===== src/rtl/io_bridge_if.sv =====
// io_bridge_if: bus bundle between the vixen CPU port, the io_bridge and its
// peripheral register blocks.
//   cpu_*      CPU request / response (en, wr, wide, addr, wdata, rdata, busy, ready)
//   mem_sel    memory select for accesses outside the I/O window
//   per_*      registered peripheral strobes plus packed read data and acks
//   err_*      sticky bus-error flag, failing address, and clear strobe
// Modport slave is the bridge's view; master is the CPU/peripheral side.
interface io_bridge_if #(
  parameter int unsigned NUM_CH   = 4,
  parameter int unsigned CH_SHIFT = 6
);
  logic                     cpu_en;
  logic                     cpu_wr;
  logic                     cpu_wide;
  logic [15:0]              cpu_addr;
  logic [15:0]              cpu_wdata;
  logic [15:0]              cpu_rdata;
  logic                     cpu_busy;
  logic                     cpu_ready;
  logic                     mem_sel;
  logic [NUM_CH-1:0]        per_sel;
  logic                     per_wr;
  logic                     per_wide;
  logic [CH_SHIFT-1:0]      per_addr;
  logic [15:0]              per_wdata;
  logic [16*NUM_CH-1:0]     per_rdata;
  logic [NUM_CH-1:0]        per_ack;
  logic                     err_clr;
  logic                     err_flag;
  logic [15:0]              err_addr;

  modport slave (
    input  cpu_en, cpu_wr, cpu_wide, cpu_addr, cpu_wdata, per_rdata, per_ack, err_clr,
    output cpu_rdata, cpu_busy, cpu_ready, mem_sel, per_sel, per_wr, per_wide, per_addr,
           per_wdata, err_flag, err_addr
  );

  modport master (
    output cpu_en, cpu_wr, cpu_wide, cpu_addr, cpu_wdata, per_rdata, per_ack, err_clr,
    input  cpu_rdata, cpu_busy, cpu_ready, mem_sel, per_sel, per_wr, per_wide, per_addr,
           per_wdata, err_flag, err_addr
  );
endinterface


===== src/rtl/io_bridge.sv =====
// io_bridge: memory-mapped I/O bridge from the vixen CPU port to NUM_CH
// peripheral register blocks.
//   clk     system clock, rising edge
//   reset   asynchronous active-high reset
//   bus_io  io_bridge_if slave: CPU request/stall/ready, memory select,
//           registered peripheral strobes, per-channel ack/read data,
//           sticky bus-error status
// Accesses inside the I/O window are decoded to a channel; mapped channels are
// held in ACCESS until ack or watchdog timeout, unmapped ones error at once.
// Every I/O access ends with a one-cycle DONE carrying cpu_ready.
module io_bridge #(
  parameter int unsigned NUM_CH   = 4,
  parameter logic [5:0]  IO_BASE  = 6'h3f,
  parameter int unsigned CH_SHIFT = 6,
  parameter int unsigned TIMEOUT  = 15
) (
  input logic        clk,
  input logic        reset,
  io_bridge_if.slave bus_io
);

  localparam int unsigned ChW = 10 - CH_SHIFT;

  typedef enum logic [1:0] {
    StIdle,
    StAccess,
    StDone
  } state_e;

  state_e              state_q, state_d;
  logic [7:0]          cnt_q, cnt_d;
  logic [15:0]         addr_q, addr_d;
  logic                wr_q, wr_d;
  logic                wide_q, wide_d;
  logic [15:0]         wdata_q, wdata_d;
  logic [NUM_CH-1:0]   sel_q, sel_d;
  logic [15:0]         rdata_q, rdata_d;
  logic                err_flag_q, err_flag_d;
  logic [15:0]         err_addr_q, err_addr_d;

  logic                io_hit;
  logic [ChW-1:0]      ch_idx;
  logic                ch_mapped;
  logic [NUM_CH-1:0]   ch_onehot;
  logic                ack_hit;
  logic [15:0]         rdata_mux;
  logic                set_err;

  assign io_hit    = (bus_io.cpu_addr[15:10] == IO_BASE);
  assign ch_idx    = bus_io.cpu_addr[9:CH_SHIFT];
  assign ch_mapped = (32'(ch_idx) < NUM_CH);

  always_comb begin
    ch_onehot = '0;
    for (int unsigned k = 0; k < NUM_CH; k++) begin
      ch_onehot[k] = (32'(ch_idx) == k);
    end
  end

  // Only the selected channel's ack and read data are observed.
  assign ack_hit = |(bus_io.per_ack & sel_q);

  always_comb begin
    rdata_mux = '0;
    for (int unsigned k = 0; k < NUM_CH; k++) begin
      if (sel_q[k]) begin
        rdata_mux = bus_io.per_rdata[16*k +: 16];
      end
    end
  end

  always_comb begin
    state_d = state_q;
    cnt_d   = cnt_q;
    addr_d  = addr_q;
    wr_d    = wr_q;
    wide_d  = wide_q;
    wdata_d = wdata_q;
    sel_d   = sel_q;
    rdata_d = rdata_q;
    set_err = 1'b0;

    case (state_q)
      StIdle: begin
        if (bus_io.cpu_en && io_hit) begin
          addr_d  = bus_io.cpu_addr;
          wr_d    = bus_io.cpu_wr;
          wide_d  = bus_io.cpu_wide;
          wdata_d = bus_io.cpu_wdata;
          cnt_d   = 8'd0;
          if (ch_mapped) begin
            sel_d   = ch_onehot;
            state_d = StAccess;
          end else begin
            rdata_d = 16'hffff;
            set_err = 1'b1;
            state_d = StDone;
          end
        end
      end
      StAccess: begin
        cnt_d = cnt_q + 8'd1;
        // Ack is tested first so it wins over a coincident timeout.
        if (ack_hit) begin
          rdata_d = wide_q ? rdata_mux : {8'h00, rdata_mux[7:0]};
          sel_d   = '0;
          state_d = StDone;
        end else if (cnt_q == 8'(TIMEOUT)) begin
          rdata_d = 16'hffff;
          set_err = 1'b1;
          sel_d   = '0;
          state_d = StDone;
        end
      end
      StDone: begin
        state_d = StIdle;
      end
      default: begin
        state_d = StIdle;
      end
    endcase
  end

  // addr_d holds the failing address in both error paths (fresh or latched).
  assign err_addr_d = set_err ? addr_d : err_addr_q;
  assign err_flag_d = set_err | (err_flag_q & ~bus_io.err_clr);

  always_ff @(posedge clk or posedge reset) begin
    if (reset) begin
      state_q    <= StIdle;
      cnt_q      <= 8'd0;
      addr_q     <= 16'h0000;
      wr_q       <= 1'b0;
      wide_q     <= 1'b0;
      wdata_q    <= 16'h0000;
      sel_q      <= '0;
      rdata_q    <= 16'h0000;
      err_flag_q <= 1'b0;
      err_addr_q <= 16'h0000;
    end else begin
      state_q    <= state_d;
      cnt_q      <= cnt_d;
      addr_q     <= addr_d;
      wr_q       <= wr_d;
      wide_q     <= wide_d;
      wdata_q    <= wdata_d;
      sel_q      <= sel_d;
      rdata_q    <= rdata_d;
      err_flag_q <= err_flag_d;
      err_addr_q <= err_addr_d;
    end
  end

  assign bus_io.cpu_rdata = rdata_q;
  assign bus_io.cpu_ready = (state_q == StDone);
  assign bus_io.cpu_busy  = (state_q == StAccess) ||
                            ((state_q == StIdle) && bus_io.cpu_en && io_hit);
  assign bus_io.mem_sel   = bus_io.cpu_en & ~io_hit;
  assign bus_io.per_sel   = sel_q;
  assign bus_io.per_wr    = wr_q;
  assign bus_io.per_wide  = wide_q;
  assign bus_io.per_addr  = addr_q[CH_SHIFT-1:0];
  assign bus_io.per_wdata = wdata_q;
  assign bus_io.err_flag  = err_flag_q;
  assign bus_io.err_addr  = err_addr_q;

endmodule


===== src/flat_wrapper.sv =====
// flat-port wrapper written by rule: the top's interface ports become plain ports
module io_bridge_flat 
#(
  parameter int unsigned NUM_CH   = 4,
  parameter logic [5:0]  IO_BASE  = 6'h3f,
  parameter int unsigned CH_SHIFT = 6,
  parameter int unsigned TIMEOUT  = 15
)
  (clk, reset, bus_io_cpu_en, bus_io_cpu_wr, bus_io_cpu_wide, bus_io_cpu_addr, bus_io_cpu_wdata, bus_io_per_rdata, bus_io_per_ack, bus_io_err_clr, bus_io_cpu_rdata, bus_io_cpu_busy, bus_io_cpu_ready, bus_io_mem_sel, bus_io_per_sel, bus_io_per_wr, bus_io_per_wide, bus_io_per_addr, bus_io_per_wdata, bus_io_err_flag, bus_io_err_addr);
  io_bridge_if #(.NUM_CH(NUM_CH), .CH_SHIFT(CH_SHIFT)) bus_io_i ();
  input logic clk;
  input logic reset;
  input wire logic [$bits(bus_io_i.cpu_en)-1:0] bus_io_cpu_en;
  input wire logic [$bits(bus_io_i.cpu_wr)-1:0] bus_io_cpu_wr;
  input wire logic [$bits(bus_io_i.cpu_wide)-1:0] bus_io_cpu_wide;
  input wire logic [$bits(bus_io_i.cpu_addr)-1:0] bus_io_cpu_addr;
  input wire logic [$bits(bus_io_i.cpu_wdata)-1:0] bus_io_cpu_wdata;
  input wire logic [$bits(bus_io_i.per_rdata)-1:0] bus_io_per_rdata;
  input wire logic [$bits(bus_io_i.per_ack)-1:0] bus_io_per_ack;
  input wire logic [$bits(bus_io_i.err_clr)-1:0] bus_io_err_clr;
  output wire logic [$bits(bus_io_i.cpu_rdata)-1:0] bus_io_cpu_rdata;
  output wire logic [$bits(bus_io_i.cpu_busy)-1:0] bus_io_cpu_busy;
  output wire logic [$bits(bus_io_i.cpu_ready)-1:0] bus_io_cpu_ready;
  output wire logic [$bits(bus_io_i.mem_sel)-1:0] bus_io_mem_sel;
  output wire logic [$bits(bus_io_i.per_sel)-1:0] bus_io_per_sel;
  output wire logic [$bits(bus_io_i.per_wr)-1:0] bus_io_per_wr;
  output wire logic [$bits(bus_io_i.per_wide)-1:0] bus_io_per_wide;
  output wire logic [$bits(bus_io_i.per_addr)-1:0] bus_io_per_addr;
  output wire logic [$bits(bus_io_i.per_wdata)-1:0] bus_io_per_wdata;
  output wire logic [$bits(bus_io_i.err_flag)-1:0] bus_io_err_flag;
  output wire logic [$bits(bus_io_i.err_addr)-1:0] bus_io_err_addr;
  assign bus_io_i.cpu_en = bus_io_cpu_en;
  assign bus_io_i.cpu_wr = bus_io_cpu_wr;
  assign bus_io_i.cpu_wide = bus_io_cpu_wide;
  assign bus_io_i.cpu_addr = bus_io_cpu_addr;
  assign bus_io_i.cpu_wdata = bus_io_cpu_wdata;
  assign bus_io_i.per_rdata = bus_io_per_rdata;
  assign bus_io_i.per_ack = bus_io_per_ack;
  assign bus_io_i.err_clr = bus_io_err_clr;
  assign bus_io_cpu_rdata = bus_io_i.cpu_rdata;
  assign bus_io_cpu_busy = bus_io_i.cpu_busy;
  assign bus_io_cpu_ready = bus_io_i.cpu_ready;
  assign bus_io_mem_sel = bus_io_i.mem_sel;
  assign bus_io_per_sel = bus_io_i.per_sel;
  assign bus_io_per_wr = bus_io_i.per_wr;
  assign bus_io_per_wide = bus_io_i.per_wide;
  assign bus_io_per_addr = bus_io_i.per_addr;
  assign bus_io_per_wdata = bus_io_i.per_wdata;
  assign bus_io_err_flag = bus_io_i.err_flag;
  assign bus_io_err_addr = bus_io_i.err_addr;
  io_bridge #(.NUM_CH(NUM_CH), .IO_BASE(IO_BASE), .CH_SHIFT(CH_SHIFT), .TIMEOUT(TIMEOUT)) u_core (.clk(clk), .reset(reset), .bus_io(bus_io_i));
endmodule

===== config.mk =====
export PLATFORM = sky130hd
export DESIGN_NAME = io_bridge_flat
export DESIGN_NICKNAME = d
export VERILOG_FILES = /design/src/rtl/io_bridge_if.sv /design/src/rtl/io_bridge.sv /design/src/flat_wrapper.sv
export SDC_FILE = /design/constraint.sdc
export NUM_CORES = 1
export LEC_CHECK = 0
export CELL_PAD_IN_SITES_DETAIL_PLACEMENT = 0
export CELL_PAD_IN_SITES_GLOBAL_PLACEMENT = 2
export CORE_AREA = 2 2 125 127
export CTS_CLUSTER_DIAMETER = 50
export DETAILED_ROUTE_END_ITERATION = 10
export DIE_AREA = 0 0 127 129
export PLACE_DENSITY_LB_ADDON = 0.1
export SYNTH_ARGS = -nofsm -noshare
export SYNTH_HDL_FRONTEND = slang
export SYNTH_SLANG_ARGS = --single-unit

===== constraint.sdc =====
create_clock -name clk -period 3.4 [get_ports clk]
set_input_delay 0.68 -clock clk [delete_from_list [all_inputs] [get_ports clk]]
set_output_delay 0.68 -clock clk [all_outputs]
set_load 0.02 [all_outputs]

# Word level (Yosys, flattened, before mapping)
# Index checks and enable logic that the tools add are counted.
[word_totals] reg_bits=81 input_bits=106 out_inout_bits=64 word_cells=71
[classes] addsub=1 magnitude_cmp=1 n_eq_ne=11 mux=29 bitwise_logic=6 n_reduce_logical=13
[ops] op="16-bit two-way mux" n=11
[ops] op="16-bit case mux with 2 select lines" n=1
[ops] op="4-bit two-way mux" n=4
[ops] op="8-bit case mux with 2 select lines" n=1
[ops] op="8-bit by 1-bit adder with 8-bit output (second input constant)" n=1
[ops] op="4-bit by 2-bit equality test with 1-bit output (second input constant)" n=2
[ops] op="8-bit by 4-bit equality test with 1-bit output (second input constant)" n=1
[ops] op="2-bit two-way mux" n=4
[ops] op="8-bit two-way mux" n=1
[ops] op="4-bit case mux with 2 select lines" n=1
[ops] op="4-bit AND reduction" n=2
[ops] op="6-bit equality test (second input constant)" n=1
[ops] op="2-bit AND reduction" n=3
[ops] op="4-bit bitwise AND" n=1
[ops] op="4-bit by 1-bit equality test with 1-bit output (second input constant)" n=1
[ops] op="4-bit logical NOT" n=1
[ops] op="4-bit by 3-bit less-than comparator with 1-bit output (second input constant)" n=1
[ops] op="1-bit two-way mux" n=4
[ops] op="2-bit by 1-bit != test with 1-bit output (second input constant)" n=2
[ops] op="2-bit case mux with 2 select lines" n=1
[ops] op="4-bit OR reduction" n=1
[ops] op="1-bit logical AND" n=3
[ops] op="3-bit by 1-bit != test with 1-bit output (second input constant)" n=1
[ops] op="1-bit bitwise AND" n=2
[ops] op="9 further kinds" n=10

# Logic depth before layout (Yosys ltp)
# Gate-level depths: netlist of run 1.
[logic_depth] ltp_word=7 mapped_depth=8

# Worst setup path after synthesis of run 1
# OpenSTA, ideal clock, no wires.
[synth_timing] path_kind="input -> output" startpoint="input port bus_io_cpu_addr[13]" endpoint="output port bus_io_cpu_busy" t_arrival_ns=1.391 path_slack_ns=1.329 path_stages=4 cell_sequence="nand4_1 o31a_1 buf_2 inv_1"
[synth_between] elab_chain_cells=3
[synth_rtl] element="from (decl)" line_no="flat_wrapper.sv:16" text="input wire logic [$bits(bus_io_i.cpu_addr)-1:0] bus_io_cpu_addr;"
[synth_rtl] element="6-bit equality test" line_no="io_bridge.sv:49" text="assign io_hit = (bus_io.cpu_addr[15:10] == IO_BASE);"
[synth_rtl] element="1-bit logical AND" line_no="io_bridge.sv:157" text="((state_q == StIdle) && bus_io.cpu_en && io_hit);"
[synth_rtl] element="1-bit logical OR" line_no="io_bridge.sv:156" text="assign bus_io.cpu_busy = (state_q == StAccess) ||"
[synth_rtl] element="to (decl)" line_no="flat_wrapper.sv:22" text="output wire logic [$bits(bus_io_i.cpu_busy)-1:0] bus_io_cpu_busy;"
# No other way between the ends.

# Worst setup path in the final report of run 1
# Ends and elaborated chain as after synthesis.

==> results of run 1 <==
[final cells by class]
type                       count  area share (%)
multi-input combinational    202            26.9
clock buffer                   9            3.78
tap                          188            3.95
inverter                       6           0.399
sequential                    81            34.0
timing repair buffer         178            29.7
clock inverter                 7            1.18
[state kept, by name, indices dropped and copies added, names as in the netlist]
signal and count:
u_core.addr_q 16, u_core.bus_io.err_addr 16, u_core.state_q 2, u_core.cnt_q 8, u_core.bus_io.err_flag 1, u_core.bus_io.per_wide 1
u_core.bus_io.cpu_rdata 16, u_core.bus_io.per_wdata 16, u_core.bus_io.per_sel 4, u_core.bus_io.per_wr 1
[per-stage QoR]
stage / instance area [µm²] / worst slack [ns] / cells / total power [mW]
6_report: 5960 / 0.531 / 671 / 2.88
5_1_grt: 5960 / 0.483 / 671 / 3.05
4_1_cts: 5960 / 0.517 / 671 / 2.94
3_5_place_dp: 5660 / 0.521 / 655 / 1.95
3_3_place_gp: 5660 / 0.524 / 655 / 1.94
2_1_floorplan: 3830 / 0.640 / 317 / 1.57
[layer usage]
metal / part of all wire (%) / vias up / track usage, %
met5: 0 / - / 0
met3: 6.5 / 11 / 3.53
met1: 44 / 1554 / 18.3
met4: 1.5 / 0 / 5.62
li1: - / 1496 / -
met2: 48 / 99 / 22.9
[power by group through the flow]
| stage | Sequential [mW] | Combinational [mW] | Clock, mW |
|---|---|---|---|
| after CTS | 1.22 | 0.717 | 1.01 |
| final | 1.21 | 0.703 | 0.962 |
| after global placement | 1.23 | 0.708 | 0 |
| after detailed placement | 1.23 | 0.715 | 0 |
| after floorplan | 1.30 | 0.271 | 0 |
| after global routing | 1.24 | 0.762 | 1.05 |
[worst max-delay path: stages]
cell and delay [ns]:
clkdlybuf4s50_1 0.47, nand4_1 0.10, o31a_1 0.30, inv_1 0.05, clkdlybuf4s50_1 0.59
[path summary, 6_finish.rpt]
path | start | end | slack, ns | depth (start not counted)
max | bus_io_cpu_addr[13] | bus_io_cpu_busy | 0.53 | 5
min | u_core.addr_q[14]$_DFF_PP0_ | u_core.addr_q[14]$_DFF_PP0_ | 0.45 | 1
max reg2reg | u_core.bus_io.per_sel[3]$_DFFE_PP0P_ | u_core.bus_io.err_addr[14]$_DFFE_PP0P_ | 1.13 | 4
min reg2reg | u_core.addr_q[14]$_DFF_PP0_ | u_core.addr_q[14]$_DFF_PP0_ | 0.45 | 1
max in group asynchronous | reset | u_core.bus_io.err_addr[10]$_DFFE_PP0P_ | 1.93 | 3
min in group asynchronous | reset | u_core.bus_io.err_addr[1]$_DFFE_PP0P_ | 0.77 | 2
[cells in the final DEF, fill, tap and decap left out, types with 4 or more instances in the layout]
cell type | synthesis | final
a221oi_1 | 16 | 16
and3_1 | 4 | 4
buf_4 | 8 | 8
clkbuf_16 | 0 | 9
clkdlybuf4s50_1 | 0 | 169
clkinv_2 | 0 | 4
dfrtp_1 | 81 | 81
inv_1 | 5 | 4
mux2_2 | 33 | 33
mux2_4 | 10 | 10
nand2_1 | 19 | 19
nand2b_1 | 4 | 4
nand4_1 | 7 | 7
nor2_1 | 13 | 13
nor2b_1 | 11 | 11
o211ai_1 | 4 | 4
o21ai_0 | 11 | 11
o221ai_1 | 8 | 8
o22a_1 | 16 | 16
o31ai_1 | 8 | 8
or2_1 | 6 | 6
[cells by family (layout without fill, tap and decap cells)]
group	Yosys count	in the layout	synth area share (%)
flip-flops	81	81	52.9
buffers and inverters	34	200	5.29
XOR/XNOR	1	1	0.228
AND/OR/NAND/NOR	79	79	11.4
multiplexers	43	43	13.6
AO/OA/AOI/OAI	78	78	16.3
adder cells (fa/ha/maj)	1	1	0.326
==> flow_metrics.tcl, run 1 <==
set metrics [dict create \
    initial_core_util_pct 25.6 \
    powerDensity_nw_per_um2 483 \
    drive_gt1_share_pct 16.4 \
    cts_max_level 3 \
    dpl.hpwl_um 8210 \
    power_switching_uw 810 \
    coreArea_um2 15000 \
    slew_violations 0 \
    cts_tree "yes" \
    synth_top_area_share_pct 52.9 \
    fin_skew_ns 0.00933 \
    cts.sinks 81 \
    grt_pass1_wl_um 17900 \
    whs_ns 0.451 \
    ios 170 \
    synth-edff-count 0 \
    die_x_um 127 \
    path_class "input pin to output pin" \
    tightest_slew_ns 0.789 \
    fin_tns_setup_ns 0 \
    clk_latency_ns 0.34 \
    grt_max_degree 42 \
    multi_input_area_um2 1610 \
    drc 0 \
    total_leakage_power_nw 2.45 \
    p_sw_share_pct 28.1 \
    die-area_um2 16400 \
    finalWirelength_um 11500 \
    period_share_pct 84.4 \
    nNetsFinal 585 \
    vias 3160 \
    final_core_util_pct 39.8 \
    ir_worst_vdd_uv 186 \
    viasPerCell 4.71 \
    setup_viol 0 \
    ys_seq_area_share_pct 52.9 \
    rsz0062_at_grt "false" \
    end_kind "output pin" \
    ant_nets 0 \
    yosys.area.top_type "dfrtp_1" \
    die_h_um 129 \
    ctsRootBufferMaster "clkbuf_16" \
    layout_min_cycle_time_ns 2.87 \
    synth_nets 424 \
    post_cts_resized 0 \
    place.gp.congestion 0.753 \
    worstPathArrival_ns 2.19 \
    pwr-share-clk_pct 33.4 \
    antenna_found_initial 0 \
    wl_per_cell_um 17.1 \
    cts_setup_buffers 0 \
    fmax_ghz 0.349 \
    startpoint_type "input pin" \
    grt_pass1_vias 3218 \
    numCtsBuffers 9 \
    hold_path_class "register to register" \
    fillers 1449 \
    synth-seq-cells 81 \
    area_delta_synth_final_pct 55.4 \
    numPortBuffers 169 \
    drt_iter0_drc 131 \
    synth.most_common_cell "dfrtp_1" \
    first_pass_iters 4 \
    hold_viol_final 0 \
    synth_area_per_cell_um2 12.1 \
    seq_area_um2 2030 \
    syn-cell-area_um2 3830 \
    synth_ff_type "dfrtp_1" \
    p_int_mw 2.07 \
    ctsHoldBuffers 0 \
    async_flop_share_pct 100 \
    crit_required_ns 2.72 \
    synth_common_cells "81 x dfrtp_1, 33 x mux2_2, 19 x nand2_1" \
    yosys-top-cells-area "dfrtp_1 53%, mux2_2 9.7%, mux2_4 3.9%" \
    clockBufferDepth 2 \
    slew_headroom_pct 47.4 \
    ys_warn_count 0 \
    rows 45 \
    status "complete, no violations" \
    cp_max_fo 2 \
    drv_cap 0 \
    synth_cells 317 \
    grt_usage_pct 14.1 \
    overflow 0 \
    pwr-share-seq_pct 42.2 \
    pwr-share-comb_pct 24.4 \
    synth_cell_types 45 \
    n_antenna_cell 0 \
    clkTransAtPathRegs_ns 0.06 \
]
No activity file was read; power rests on OpenSTA's default activity.
==> inputs of run 2 (changes only) <==
==> constraint.sdc (replaced) <==
create_clock -name clk -period 2.9 [get_ports clk]
set_input_delay 0.58 -clock clk [delete_from_list [all_inputs] [get_ports clk]]
set_output_delay 0.58 -clock clk [all_outputs]
set_load 0.02 [all_outputs]
==> run 2 against run 1 <==
First-iteration DRC count is 16% lower. Critical path depth stayed put. Clock skew is 0.0016 ns higher. Design area hardly changed. Setup slack worse by 0.29 ns. Clock-buffer cell count is 1 higher. Global-route usage hardly changed. Sequential share of layout area hardly changed. Critical endpoint unchanged. Largest power group unchanged. Highest routed layer unchanged.
==> flow_metrics.tcl, run 2 (same netlist as run 1, synthesis figures left out) <==
set metrics [dict create \
    status "complete, no violations" \
    layout_min_cycle_time_ns 2.66 \
    post_cts_resized 0 \
    fmax_ghz 0.376 \
    slew_headroom_pct 53.9 \
    drive_gt1_share_pct 16.3 \
    cts.sinks 81 \
    fin_tns_setup_ns 0 \
    pwr-share-clk_pct 31.7 \
    ctsHoldBuffers 0 \
    die_h_um 129 \
    ctsRootBufferMaster "clkbuf_16" \
    slew_violations 0 \
    clk_latency_ns 0.34 \
    worstPathArrival_ns 2.08 \
    hold_viol_final 0 \
    numCtsBuffers 9 \
    p_int_mw 2.34 \
    overflow 0 \
    drt_iter0_drc 110 \
    crit_required_ns 2.32 \
    die_x_um 127 \
    final_cell_mix "169 x clkdlybuf4s50_1, 81 x dfrtp_1, 33 x mux2_2" \
    initial_core_util_pct 25.6 \
    pwr-share-comb_pct 25.6 \
    clkTransAtPathRegs_ns 0.06 \
    numPortBuffers 169 \
    drc 0 \
    antenna_found_initial 0 \
    power_switching_uw 963 \
    vias 3202 \
    setup_viol 0 \
    clockBufferDepth 2 \
    placed_area_um2 5690 \
    n_antenna_cell 0 \
    tightest_slew_ns 0.690 \
    viasPerCell 4.76 \
    dpl.hpwl_um 8060 \
    layout_commonest_cell "clkdlybuf4s50_1" \
    grt_pass1_vias 3307 \
    rsz0062_at_grt "false" \
    nNetsFinal 587 \
    finalWirelength_um 11400 \
    p_sw_share_pct 29.2 \
    end_kind "output pin" \
    ios 170 \
    grt_usage_pct 14.2 \
    place.gp.congestion 0.752 \
    rows 45 \
    powerDensity_nw_per_um2 554 \
    cp_max_fo 2 \
    total_leakage_power_nw 2.44 \
    hold_path_class "register to register" \
    worstReg2RegStart "u_core.cnt_q[0]$_DFFE_PP0P_" \
    cp-startpoint "bus_io_cpu_addr[13]" \
    cts_max_level 3 \
    ir_worst_vdd_uv 258 \
    ant_nets 0 \
    first_pass_iters 4 \
    coreArea_um2 15000 \
    fillers 1475 \
    cts_setup_buffers 0 \
    worstHoldStart "u_core.addr_q[13]$_DFF_PP0_" \
    area_delta_synth_final_pct 55.2 \
    period_share_pct 91.7 \
    grt_pass1_wl_um 17900 \
    fin_skew_ns 0.0109 \
    cts_tree "yes" \
    pwr-share-seq_pct 42.7 \
    die-area_um2 16400 \
    grt_max_degree 49 \
    path_class "input pin to output pin" \
    wl_per_cell_um 17.0 \
    drv_cap 0 \
    startpoint_type "input pin" \
    fin_area_um2 5950 \
]
[run 2: power groups by stage]
| stage | Sequential (mW) | Combinational (mW) | Clock [mW] |
|---|---|---|---|
| 3_3_place_gp | 1.42 | 0.848 | 0 |
| 2_1_floorplan | 1.53 | 0.317 | 0 |
| 4_1_cts | 1.41 | 0.858 | 1.08 |
| 3_5_place_dp | 1.43 | 0.855 | 0 |
| 5_1_grt | 1.44 | 0.913 | 1.13 |
| 6_report | 1.41 | 0.844 | 1.05 |
[run 2: metal layers]
layer / vias to the layer above / share of wire, % / global-route usage [%]
met1: 1554 / 43 / 17.7
met3: 17 / 6.3 / 3.74
met4: 0 / 1.9 / 6.27
li1: 1511 / - / -
met2: 120 / 48 / 23.1
met5: - / 0 / 0
[run 2: critical path: stages]
cell,delay [ns]
clkdlybuf4s50_1,0.48
nand4_1,0.09
o31a_1,0.29
inv_1,0.05
clkdlybuf4s50_1,0.59
[run 2: path summary, 6_finish.rpt]
kind                                                               end  slack [ns]  depth (start not counted)
max in group asynchronous                  u_core.cnt_q[5]$_DFFE_PP0P_        1.58                          3
worst max register to register  u_core.bus_io.err_addr[11]$_DFFE_PP0P_        0.83                          6
min in group asynchronous        u_core.bus_io.err_addr[1]$_DFFE_PP0P_        0.63                          2
worst min-delay path                       u_core.addr_q[13]$_DFF_PP0_        0.45                          1
worst max-delay path                                   bus_io_cpu_busy        0.24                          5
worst min register to register             u_core.addr_q[13]$_DFF_PP0_        0.45                          1
[run 2: layout make-up]
class / instances / area [µm²] / share of cell area [%]
inverter: 6 / 23.8 / 0.399
multi-input combinational: 202 / 1610 / 27.0
sequential: 81 / 2030 / 34.0
clock buffer: 10 / 229 / 3.85
clock inverter: 5 / 33.8 / 0.567
timing repair buffer: 180 / 1800 / 30.2
tap: 188 / 235 / 3.95
[run 2: stage by stage]
step	hold WS [ns]	cells	power (mW)	setup WS, ns	utilization, %
4_1_cts	0.456	672	3.35	0.229	39.7
3_3_place_gp	0.436	657	2.27	0.232	38.0
5_1_grt	0.485	672	3.48	0.176	39.7
3_5_place_dp	0.439	657	2.28	0.229	38.0
2_1_floorplan	0.423	317	1.84	0.240	-
6_report	0.454	672	3.30	0.240	39.7
